`config.mk`:
```
export PLATFORM = sky130hd
export DESIGN_NAME = reg_file_sb
export DESIGN_NICKNAME = d
export VERILOG_FILES = /design/src/rtl/reg_file_pkg.sv /design/src/rtl/reg_file_rd_port.sv /design/src/rtl/reg_file_sb.sv
export SDC_FILE = /design/constraint.sdc
export NUM_CORES = 2
export LEC_CHECK = 0
export ABC_CLOCK_PERIOD_IN_PS = 5900
export CAP_MARGIN = 10
export CORE_ASPECT_RATIO = 0.7
export CORE_MARGIN = 8
export CORE_UTILIZATION = 49
export CTS_CLUSTER_DIAMETER = 100
export CTS_CLUSTER_SIZE = 28
export DETAILED_ROUTE_END_ITERATION = 10
export PLACE_DENSITY = 0.65
export SLEW_MARGIN = 10
export SYNTH_ARGS = -nofsm -noshare
export SYNTH_HDL_FRONTEND = slang
export SYNTH_SLANG_ARGS = --single-unit
export TNS_END_PERCENT = 100
```
`constraint.sdc`:
```
create_clock -name clk -period 5.9 [get_ports clk]
set_input_delay 1.77 -clock clk [delete_from_list [all_inputs] [get_ports clk]]
set_output_delay 1.77 -clock clk [all_outputs]
set_load 0.02 [all_outputs]
```
`src/rtl/reg_file_pkg.sv`:
```
// Shared definitions for the scoreboarded register file: default widths,
// the hardwired zero index and the flattened-port slicing helper.
package reg_file_pkg;

  localparam int DATA_W_DEF = 32;
  localparam int ADDR_W_DEF = 5;
  localparam int REG_ZERO   = 0;

  // LSB position of port k inside a bus that packs ports of width w side by side
  function automatic int sliceLsb(input int k, input int w);
    return k * w;
  endfunction

endpackage

```
`src/rtl/reg_file_rd_port.sv`:
```
// One combinational read port: the zero-register override, the write-to-read
// bypass, and the ready flag derived from the scoreboard.
module reg_file_rd_port
  import reg_file_pkg::*;
#(
  parameter int DATA_W = DATA_W_DEF,
  parameter int ADDR_W = ADDR_W_DEF
) (
  input  logic [ADDR_W-1:0] i_rn,
  input  logic              i_we,
  input  logic [ADDR_W-1:0] i_wn,
  input  logic [DATA_W-1:0] i_d,
  input  logic [DATA_W-1:0] i_regData,
  input  logic              i_pending,
  output logic [DATA_W-1:0] o_q,
  output logic              o_rdy
);

  logic w_isZero;
  logic w_hit;

  assign w_isZero = (i_rn == ADDR_W'(REG_ZERO));
  assign w_hit    = i_we && (i_wn == i_rn);

  // The zero check must come first so a write aimed at index 0 never leaks through
  always_comb begin
    o_q = i_regData;
    if (w_isZero) begin
      o_q = '0;
    end else if (w_hit) begin
      o_q = i_d;
    end
  end

  assign o_rdy = w_isZero | ~i_pending | w_hit;

endmodule

```
`src/rtl/reg_file_sb.sv`:
```
// Register file with NUM_RD bypassed read ports and a per-register
// pending-write scoreboard used by decode for RAW hazard detection.
module reg_file_sb
  import reg_file_pkg::*;
#(
  parameter int DATA_W = DATA_W_DEF,
  parameter int ADDR_W = ADDR_W_DEF,
  parameter int NUM_RD = 2
) (
  input  logic                     clk,
  input  logic                     rst_n,
  input  logic [NUM_RD*ADDR_W-1:0] rn,
  output logic [NUM_RD*DATA_W-1:0] q,
  output logic [NUM_RD-1:0]        rdy,
  input  logic                     we,
  input  logic [ADDR_W-1:0]        wn,
  input  logic [DATA_W-1:0]        d,
  input  logic                     iss,
  input  logic [ADDR_W-1:0]        iss_rd,
  input  logic                     flush,
  output logic                     pend_any
);

  localparam int DEPTH = 2 ** ADDR_W;

  logic [DATA_W-1:0] r_regs [DEPTH];
  logic [DEPTH-1:0]  r_pending;
  logic              w_wrValid;
  logic              w_issValid;

  assign w_wrValid  = we  && (wn     != ADDR_W'(REG_ZERO));
  assign w_issValid = iss && (iss_rd != ADDR_W'(REG_ZERO));

  always_ff @(posedge clk or negedge rst_n) begin
    if (!rst_n) begin
      for (int i = 0; i < DEPTH; i++) begin
        r_regs[i] <= '0;
      end
    end else if (w_wrValid) begin
      r_regs[wn] <= d;
    end
  end

  // The issue assignment is placed last so a new producer overrides the
  // retiring write's clear when both target the same register
  always_ff @(posedge clk or negedge rst_n) begin
    if (!rst_n) begin
      r_pending <= '0;
    end else if (flush) begin
      r_pending <= '0;
    end else begin
      if (w_wrValid) begin
        r_pending[wn] <= 1'b0;
      end
      if (w_issValid) begin
        r_pending[iss_rd] <= 1'b1;
      end
    end
  end

  assign pend_any = |r_pending;

  for (genvar k = 0; k < NUM_RD; k++) begin : g_rd
    localparam int RN_LSB = sliceLsb(k, ADDR_W);
    localparam int Q_LSB  = sliceLsb(k, DATA_W);

    logic [ADDR_W-1:0] w_rn;
    assign w_rn = rn[RN_LSB +: ADDR_W];

    reg_file_rd_port #(
      .DATA_W(DATA_W),
      .ADDR_W(ADDR_W)
    ) u_rdPort (
      .i_rn      (w_rn),
      .i_we      (we),
      .i_wn      (wn),
      .i_d       (d),
      .i_regData (r_regs[w_rn]),
      .i_pending (r_pending[w_rn]),
      .o_q       (q[Q_LSB +: DATA_W]),
      .o_rdy     (rdy[k])
    );
  end

endmodule
```
==> key figures <==
Placement
  • Cell Area, Placed: 63100 um2
  • Routability-driven placement congestion ratio: 0.886
  • Dpl hpwl: 127000 um
  • Placed Cells: 5760
  • # port buffers: 123
  • Setup WS pre-CTS: -0.493 ns

Timing
  • Crit share post-route: 99.7%
  • Setup WS post-layout: 0.0203 ns
  • Final setup violation count: 0
  • Final hold viol count: 0
  • Clock Skews: 0 ns
  • RSZ-0062 raised after global routing: no
  • Hold slack: 0.389 ns
  • Fin. max-slew vios: 0
  • Peak Freq: 170 MHz
  • Post-layout min period: 5.88 ns
  • Headroom to the max-slew limit: 11.7%
  • Worst-Margin Slew: 1.32 ns

GRT
  • Gr usage total: 31.0%
  • Largest net degree at the start of global routing: 125
  • Vias in the first global route: 39900
  • Gr ovfl total: 0
  • Antenna violations before repair: 2
  • Global-route wire length before repair: 294000 um

Critical path
  • CP Launch Type: primary input
  • Worst R2R Start: r_pending[21]
  • Maximum fanout along the worst path: 26
  • CP Depth: 9
  • Kind of critical path: in -> out
  • CP bufs+invs: 5
  • CP max stage delay: 0.46 ns
  • Crit path top cell by count: buf_4
  • Crit. End Element: output pin
  • Worst Setup SP: rn[1]
  • Top delay family on crit path: buffers and inverters
  • Worst path required time: 4.13 ns
  • Reg-to-reg slack, setup: 4.93 ns
  • CP arrival: 4.11 ns
  • R2R cell count: 3
  • Reg2Reg Capture Point: r_pending[21]
  • Critical path's slowest cell: buf_4
  • Crit path cell chain: buf_8 > buf_4 > buf_4 > mux4_2 > a22oi_1 > buf_4 > a21oi_1 > a221o_1 > buf_4

Synth
  • Post-synth EDFFs: 0
  • Seq/Total Area, Yosys: 46.0%
  • Most frequent cell after synthesis: dfrtp_1
  • Yosys cell types: 72
  • Synth Instances: 4101
  • Seq cells post-synth: 1056
  • Share of flip-flops with an asynchronous set or reset: 100%
  • Syn Nets: 4158
  • YS warnings: 0
  • Leading area contributor after synthesis: dfrtp_1
  • Commonest cells post-synth: dfrtp_1, mux2_2, mux4_2
  • Area share of the largest cell type after synthesis: 46.0%
  • Synth area leaders: dfrtp_1, mux2_2, mux4_2
  • Post-synthesis cell area: 57500 um2
  • Ys flop type: dfrtp_1
  • Synth Area per Inst: 14.0 um2

Outcome
  • Run status: complete, no violations

Route
  • Vias per cell: 6.93
  • Residual DRC: 0
  • Vias: 40400
  • DR pass1 iterations: 6
  • Detailed router's first-iteration violation count: 5179
  • WL final: 203000 um
  • Antenna Nets Post-Route: 0
  • Wire per inst: 34.8 um

Clocking
  • Insertion delay to the later sink of the worst-skew pair: 0.64 ns
  • TritonCTS Buffers: 44
  • Max clock buf depth: 3
  • CTS sink cnt: 1056
  • CTS root buf: clkbuf_16
  • CTS tree: done
  • H-tree depth: 2
  • Reg clk slew, reported paths: 0.11 ns

Floorplan
  • I/O Pins: 124
  • Die height: 303 um
  • Core area: 117000 um2
  • Die ar.: 129000 um2
  • FP Rows: 105
  • Die W: 425 um
  • Initial core utilization: 49.2%

Pwr
  • Sequential power share: 52.6%
  • VDD IR-drop max: 0.000246 V
  • Clock power frac: 21.1%
  • Sw Ratio: 30.3%
  • Sw power: 0.00551 W
  • Power per Cell Area: 281 nW/um2
  • Int Pwr: 0.0127 W
  • Comb power frac: 26.2%
  • Leakage Power: 28.6 nW

Final layout
  • Fin util: 55.4%
  • Design area: 64800 um2
  • Post-Layout Cell Count: 5831
  • Area Overhead vs Synth: 12.6%
  • Layout Nets: 4329
  • Number of fillers in the final layout: 9472
  • Fraction of layout cells with a size suffix above 1: 45.4%

Worst hold path
  • Hold_sp: r_regs[1019]
  • Hold Path Stages: 0
  • Type of the tightest min-delay check: reg -> reg
  • Hold Path End: r_regs[1019]

Flow run
  • Max-cap check violation count: 0
## how the worst max path moves through the flow
stage / endpoint / slack (ns)
5_1_grt: q[17] / 0.004
4_1_cts: q[0] / 0.003
6_report: q[17] / 0.02
3_3_place_gp: q[13] / -0.56
3_5_place_dp: q[13] / -0.49
2_1_floorplan: q[60] / 0.58
## layout make-up
cell class	instances	area, um2	share of cell area [%]
clock inverter	7	91.3	0.141
multi-input combinational	2574	29100	45.0
antenna	2	5.00	0.00773
inverter	7	28.8	0.0444
clock buffer	45	1130	1.74
sequential	1056	26400	40.8
timing repair buffer	589	6020	9.30
tap	1551	1940	3.00
## state kept, by name (all words and copies together) (netlist names)
signal and count:
r_regs 1024, r_pending 32
## power by group through the flow
| stage | combinational (W) | sequential [W] | clock, W |
|---|---|---|---|
| after floorplan | 0.00326 | 0.00931 | 0 |
| after global placement | 0.00463 | 0.00959 | 0 |
| after detailed placement | 0.00471 | 0.00966 | 0 |
| after CTS | 0.00473 | 0.00951 | 0.00391 |
| after global routing | 0.00506 | 0.00972 | 0.00412 |
| final | 0.00477 | 0.00957 | 0.00384 |
## through the flow
step / power (W) / setup TNS, ns
after floorplan: 0.0126 / 0
after global placement: 0.0142 / -10.50
after detailed placement: 0.0144 / -11.14
after CTS: 0.0181 / 0
after global routing: 0.0189 / 0
final: 0.0182 / 0
## metal layers
metal / GRT usage (%) / vias up / part of all wire, %
li1: - / 16200 / -
met4: 11.3 / 2 / 4.5
met2: 46.1 / 2223 / 44
met5: 0 / - / 0.0059
met1: 44.4 / 21600 / 42
met3: 7.21 / 437 / 9.8
## cell families after synthesis
kind of cell	synth area share [%]
flip-flops	46.0
multiplexers	40.1
AO/OA/AOI/OAI	7.20
buffers and inverters	4.08
XOR/XNOR	0.152
AND/OR/NAND/NOR	2.49
## timing repair
action                     in CTS  in global routing
setup endpoints to repair      59                 38
pin swaps                       6                  1
setup buffers                   5                 10
resized for setup              88                 33
cloned                          3                  0
hold buffers                    0                  0
## worst reg2reg max path, delay by kind of cell, from the launching register on
kind	cells	cell delay [ns]
simple gates	2	0.21
flops	1	0.44
compound gates	1	0.16
## layout by cell type, fill, tap and decap left out, drive strengths merged, types with 13 or more instances in the layout
| master | Yosys | final |
|---|---|---|
| dfrtp | 1056 | 1056 |
| mux2 | 1027 | 1027 |
| buf | 229 | 499 |
| mux4 | 374 | 374 |
| mux2i | 308 | 308 |
| a221oi | 98 | 98 |
| o22ai | 81 | 81 |
| o21ai | 78 | 78 |
| a21oi | 75 | 75 |
| nor2 | 74 | 75 |
| a211oi | 61 | 61 |
| nand2 | 59 | 59 |
| a22oi | 56 | 56 |
| clkbuf | 237 | 49 |
| clkdlybuf4s50 | 0 | 41 |
| dlygate4sd2 | 0 | 39 |
| nor3 | 34 | 34 |
| nor2b | 23 | 24 |
| a221o | 21 | 21 |
| a211o | 20 | 20 |
| a22o | 17 | 17 |
| nand2b | 15 | 15 |
| nand3 | 14 | 14 |
| o311ai | 14 | 14 |
| and2 | 13 | 13 |
(Power assumes the default switching activity.)
